## src/rtl/led_pkg.sv

```systemverilog
// Shared mode encodings and PWM width for the LED pattern engine.
package led_pkg;

  typedef logic [1:0] mode_t;

  localparam logic [1:0] MODE_UP   = 2'd0;
  localparam logic [1:0] MODE_DOWN = 2'd1;
  localparam logic [1:0] MODE_SCAN = 2'd2;
  localparam logic [1:0] MODE_GRAY = 2'd3;

  localparam int PWM_W = 4;

endpackage

```

## src/rtl/led_prescaler.sv

```systemverilog
// Programmable prescaler: one advance strobe every 2^(BASE_SHIFT+rate_sel) cycles.
module led_prescaler #(
  parameter int PRESCALE_W = 32,
  parameter int BASE_SHIFT = 20
) (
  input  logic       clk,
  input  logic       rst_n,
  input  logic [3:0] rate_sel,
  input  logic       pause,
  output logic       adv_auto
);

  localparam logic [PRESCALE_W-1:0] ONE = {{(PRESCALE_W-1){1'b0}}, 1'b1};

  logic [PRESCALE_W-1:0] pre_cnt_q, pre_cnt_d;
  logic [PRESCALE_W-1:0] limit;
  logic [7:0]            shamt;
  logic                  at_limit;

  // >= rather than == so a rate drop mid-count fires on the next cycle.
  always_comb begin
    shamt    = 8'(BASE_SHIFT) + {4'd0, rate_sel};
    limit    = (ONE << shamt) - ONE;
    at_limit = (pre_cnt_q >= limit);
    adv_auto = ~pause & at_limit;
    if (pause || at_limit) begin
      pre_cnt_d = '0;
    end else begin
      pre_cnt_d = pre_cnt_q + ONE;
    end
  end

  always_ff @(posedge clk or negedge rst_n) begin
    if (!rst_n) begin
      pre_cnt_q <= '0;
    end else begin
      pre_cnt_q <= pre_cnt_d;
    end
  end

endmodule

```

## src/rtl/led_pattern_gen.sv

```systemverilog
// LED pattern engine: UP/DOWN/SCAN/GRAY stepping with pause and single-step.
// Optional duty-cycle dimming of the LED bank when LED_PWM_EN is defined.
module led_pattern_gen import led_pkg::*; #(
  parameter int LED_W      = 16,
  parameter int PRESCALE_W = 32,
  parameter int BASE_SHIFT = 20
) (
  input  logic             clk,
  input  logic             rst_n,
  input  logic [1:0]       mode,
  input  logic [3:0]       rate_sel,
  input  logic             pause,
  input  logic             step,
`ifdef LED_PWM_EN
  input  logic [PWM_W-1:0] duty,
`endif
  output logic [LED_W-1:0] led,
  output logic             tick
);

  localparam logic [LED_W-1:0] ONE = {{(LED_W-1){1'b0}}, 1'b1};

  logic [LED_W-1:0] value_q, value_d;
  logic [LED_W-1:0] led_q, led_d;
  logic [LED_W-1:0] pattern;
  logic [1:0]       mode_q;
  logic             dir_q, dir_d;
  logic             step_q;
  logic             tick_q;
  logic             adv_auto, adv, step_edge, reload, is_onehot;

  led_prescaler #(
    .PRESCALE_W (PRESCALE_W),
    .BASE_SHIFT (BASE_SHIFT)
  ) u_prescaler (
    .clk      (clk),
    .rst_n    (rst_n),
    .rate_sel (rate_sel),
    .pause    (pause),
    .adv_auto (adv_auto)
  );

  always_comb begin
    step_edge = step & ~step_q;
    adv       = pause ? step_edge : adv_auto;
    reload    = (mode != mode_q);
    is_onehot = (value_q != '0) && ((value_q & (value_q - ONE)) == '0);

    value_d = value_q;
    dir_d   = dir_q;
    if (reload) begin
      dir_d = 1'b0;
      case (mode)
        MODE_DOWN: value_d = '1;
        MODE_SCAN: value_d = ONE;
        default:   value_d = '0;
      endcase
    end else if (mode_q == MODE_SCAN && !is_onehot) begin
      value_d = ONE;
      dir_d   = 1'b0;
    end else if (adv) begin
      case (mode_q)
        MODE_DOWN: value_d = value_q - ONE;
        MODE_SCAN: begin
          // Direction flips on arrival at an end bit so the next step turns back.
          if (!dir_q) begin
            value_d = value_q << 1;
            dir_d   = value_d[LED_W-1];
          end else begin
            value_d = value_q >> 1;
            dir_d   = ~value_d[0];
          end
        end
        default:   value_d = value_q + ONE;
      endcase
    end

    pattern = (mode_q == MODE_GRAY) ? (value_q ^ (value_q >> 1)) : value_q;
  end

`ifdef LED_PWM_EN
  logic [PWM_W-1:0] pwm_cnt_q;
  logic             pwm_on;

  always_comb begin
    pwm_on = (duty == 4'hF) || (pwm_cnt_q < duty);
    led_d  = pattern & {LED_W{pwm_on}};
  end

  always_ff @(posedge clk or negedge rst_n) begin
    if (!rst_n) begin
      pwm_cnt_q <= '0;
    end else begin
      pwm_cnt_q <= pwm_cnt_q + 4'd1;
    end
  end
`else
  always_comb begin
    led_d = pattern;
  end
`endif

  always_ff @(posedge clk or negedge rst_n) begin
    if (!rst_n) begin
      value_q <= '0;
      dir_q   <= 1'b0;
      mode_q  <= MODE_UP;
      step_q  <= 1'b0;
      led_q   <= '0;
      tick_q  <= 1'b0;
    end else begin
      value_q <= value_d;
      dir_q   <= dir_d;
      mode_q  <= mode;
      step_q  <= step;
      led_q   <= led_d;
      tick_q  <= adv;
    end
  end

  assign led  = led_q;
  assign tick = tick_q;

endmodule
```

## config.mk

```make
export PLATFORM = sky130hd
export DESIGN_NAME = led_pattern_gen
export DESIGN_NICKNAME = d
export VERILOG_FILES = /design/src/rtl/led_pkg.sv /design/src/rtl/led_prescaler.sv /design/src/rtl/led_pattern_gen.sv
export SDC_FILE = /design/constraint.sdc
export NUM_CORES = 1
export LEC_CHECK = 0
export BUFFER_PORTS_ARGS = -buffer_cell sky130_fd_sc_hd__buf_2
export CORE_MARGIN = 3
export CORE_UTILIZATION = 40
export DETAILED_ROUTE_END_ITERATION = 12
export PLACE_DENSITY = 0.64
export SLEW_MARGIN = 20
export SYNTH_ARGS = -nofsm -noshare
export SYNTH_HDL_FRONTEND = slang
export SYNTH_SLANG_ARGS = --single-unit
```

## constraint.sdc

```tcl
create_clock -name clk -period 7.7 [get_ports clk]
set_clock_uncertainty 0.15 [all_clocks]
set_input_delay 0.77 -clock clk [delete_from_list [all_inputs] [get_ports clk]]
set_output_delay 0.77 -clock clk [all_outputs]
set_load 0.02 [all_outputs]
```

==> results by group <==
Worst setup path
  • Critical Path Start Type: input port
  • Reg-to-reg startpoint: value_q[0]
  • Setup slack, reg-to-reg: 3930 ps
  • CP Launch Point: rate_sel[2]
  • WP data required: 7820 ps
  • Crit path DAT: about 4200 ps
  • Crit path capture: value_q[5]
  • Setup CP Type: input port to register
  • Crit path capture type: register
  • Max FO, Critical Path: 15
  • RR Endpoint: value_q[5]
  • R2R depth: 12

Synthesis
  • Synth async-reset ratio: 1.00
  • Syn Inst Count: just under 600
  • Syn_area_per_cell: 8.98 um^2
  • Largest cells by area after synthesis: dfrtp_1 (32%), ha_1 (20%), xnor2_1 (4.9%)
  • Synth Warn #: 0
  • Share of Yosys cell area claimed by the top area cell type: 0.325
  • Mapped Area: ~0.0053 mm^2
  • Main flop type after synthesis: dfrtp_1
  • Cell taking the most area after synthesis: dfrtp_1
  • Post-synthesis register bit count: a little under 70
  • Post-synthesis sequential area ratio: 0.325
  • Count of flip-flops with a built-in enable after synthesis: 0
  • Yosys cell types: 56

Power and ir drop
  • Power per standard cell area: 193 mW/mm^2
  • Maximum VDD drop: 0.108 mV
  • Switch share: 0.331
  • Switching Power: approximately 0.38 mW
  • Internal Power: 0.764 mW
  • Sequential share of power: 0.376
  • Gate power share: 0.256
  • Clock Power Share: 0.367
  • Pleak: 2.78 nW

CTS
  • Clock sinks: slightly below 70
  • Resized Gates After CTS: 0
  • Clock Tree Buf Depth: 2
  • H-Tree Depth: 3
  • Root Driver: clkbuf_16
  • TritonCTS clock tree: done
  • Clk_lat worst skew: 340 ps
  • # hold bufs at CTS: 0
  • CTS Buf Count: 9
  • Worst-path clk slew: 60 ps
  • Post-CTS setup buffers: 0

Layout
  • Final nets: 717
  • Commonest non-fill, non-tap cell in the layout: ha_1
  • Antenna Cells: 0
  • Most frequent cells in the layout: ha_1 (85), dfrtp_1 (69), nand2_1 (67)
  • Layout cells sized above 1: 0.107
  • Final Util: 0.462
  • Area Growth Syn to Fin: 11.4%

Global route
  • Largest net degree at the start of global routing: 70
  • Grt ovf: 0
  • GRT Total Usage: 0.178
  • Initial antenna violation count: 0
  • Vias in the first global route: 4430
  • First-pass GRT wire length: 21.2 mm

Route
  • ANT nets after route: 0
  • Wire length on met3: a little under 500 um
  • Vias per std cell: 5.42
  • Routed length on met1: approximately 6.3 mm
  • Met2 Wirelength: 5.42 mm
  • DR top layer: met4
  • Avg WL per Cell: 15.5 um
  • Routed WL: 12.4 mm
  • Vias: 4327
  • # DRC: 0
  • 1st-pass router iterations: 4
  • Drt first-iter violations: ~330

Status
  • Status: complete, no violations

Floorplanning
  • Starting Density: 0.415
  • FP Rows: 41
  • Die Wd: roughly 120 um
  • Core Area: 0.0128 mm^2
  • Io pins: 27
  • Die span in y: 121 um
  • Die area: approximately 0.015 mm^2

Timing
  • Final Max Tran Viols: 0
  • Fin crit period: 4040 ps
  • RSZ-0062 raised after global routing: no
  • Max Fclk: approximately 250 MHz
  • Final setup violation count: 0
  • Slew Limit Headroom: 0.265
  • TNS Setup: 0 ps
  • Period utilisation layout: 0.525
  • Fin. Hold Viols: 0
  • Worst-margin pin slew: 1100 ps

Min path
  • Hold crit path type: register to register

Placement
  • I/O Buffers: 26
  • Post-DP HPWL: around 8.7 mm
  • GPL Wtd Cong: between 0.8 and 0.9

Flow run
  • Max-Cap Viols: 0
## Yosys cell counts, drive strengths merged, types with 2 or more instances
master,n
a2111oi,2
dfrtp,69
or2,3
a21boi,3
clkbuf,15
a21o,2
ha,85
nor4,8
xnor2,30
nand2,68
inv,52
o21ai,38
buf,6
nand3,23
or3,2
nor2,53
o21a,2
a31oi,2
xor2,17
nor3,5
a21oi,34
nand4,16
o311ai,2
a221oi,15
o211ai,2
o221a,15
and3,7
and4,2
## through the flow
step / setup WS (ps) / instance area [um^2] / cells / hold slack, ps / total power [mW]
floorplan: 4060 / 5370 / 605 / 269 / 0.636
CTS: 3430 / 5920 / 799 / 316 / 1.15
global placement: 3170 / 5620 / 783 / 302 / 0.718
detailed placement: 3110 / 5620 / 783 / 302 / 0.724
finish: 3660 / 5920 / 799 / 312 / 1.14
global route: 3290 / 5920 / 799 / 344 / 1.21
## worst min path at each step
stage	end	from	depth (start not counted)
after floorplan	led[15]	value_q[15]	0
after global placement	led[15]	value_q[15]	0
after detailed placement	led[15]	value_q[15]	0
after CTS	led[15]	value_q[15]	0
after global routing	led[15]	value_q[15]	0
final	led[15]	value_q[15]	0
## sequential cells by signal (all words and copies together) (netlist names)
name / count
u_prescaler.pre_cnt_q: 32
dir_q: 1
tick: 1
led: 16
value_q: 16
step_q: 1
mode_q: 2
## layer usage
metal	vias up	track usage
met5	-	0
met3	20	0.0308
met4	0	0.0574
met1	2072	0.256
li1	2129	-
met2	106	0.271
## cells by family after synthesis
family	after synthesis	synth area share
AOI/OAI and AO/OA	124	0.164
xor gates and xnor gates	47	0.0774
adders and majority gates	85	0.200
buffers and inverters	73	0.0553
DFF	69	0.325
other	1	0.000705
and+or+nand+nor	193	0.178
## cell type report
| class | count | area [um^2] |
|---|---|---|
| fill | 1259 | 6900 |
| multi-input combinational | 463 | 3350 |
| sequential | 69 | 1730 |
| clock buffer | 10 | 239 |
| tap | 172 | 215 |
| inverter | 52 | 195 |
| timing repair buffer | 27 | 138 |
| clock inverter | 6 | 62.6 |
## power by group through the flow
stage / Combinational [mW] / Sequential (mW) / Clock [mW]
after floorplan: 0.188 / 0.448 / 0
after global placement: 0.284 / 0.435 / 0
after detailed placement: 0.289 / 0.435 / 0
after CTS: 0.293 / 0.430 / 0.428
after global routing: 0.335 / 0.435 / 0.443
final: 0.293 / 0.430 / 0.419
## worst max-delay path, cell delays in order
cell	delay [ps]
buf_2	170
inv_1	100
ha_1	420
nor4b_1	330
xor2_1	200
ha_1	250
nand4_1	170
nor2_1	60
a2111oi_1	420
nand2_1	180
o211ai_2	740
o221a_1	340
No activity file was read; power rests on OpenSTA's default activity.
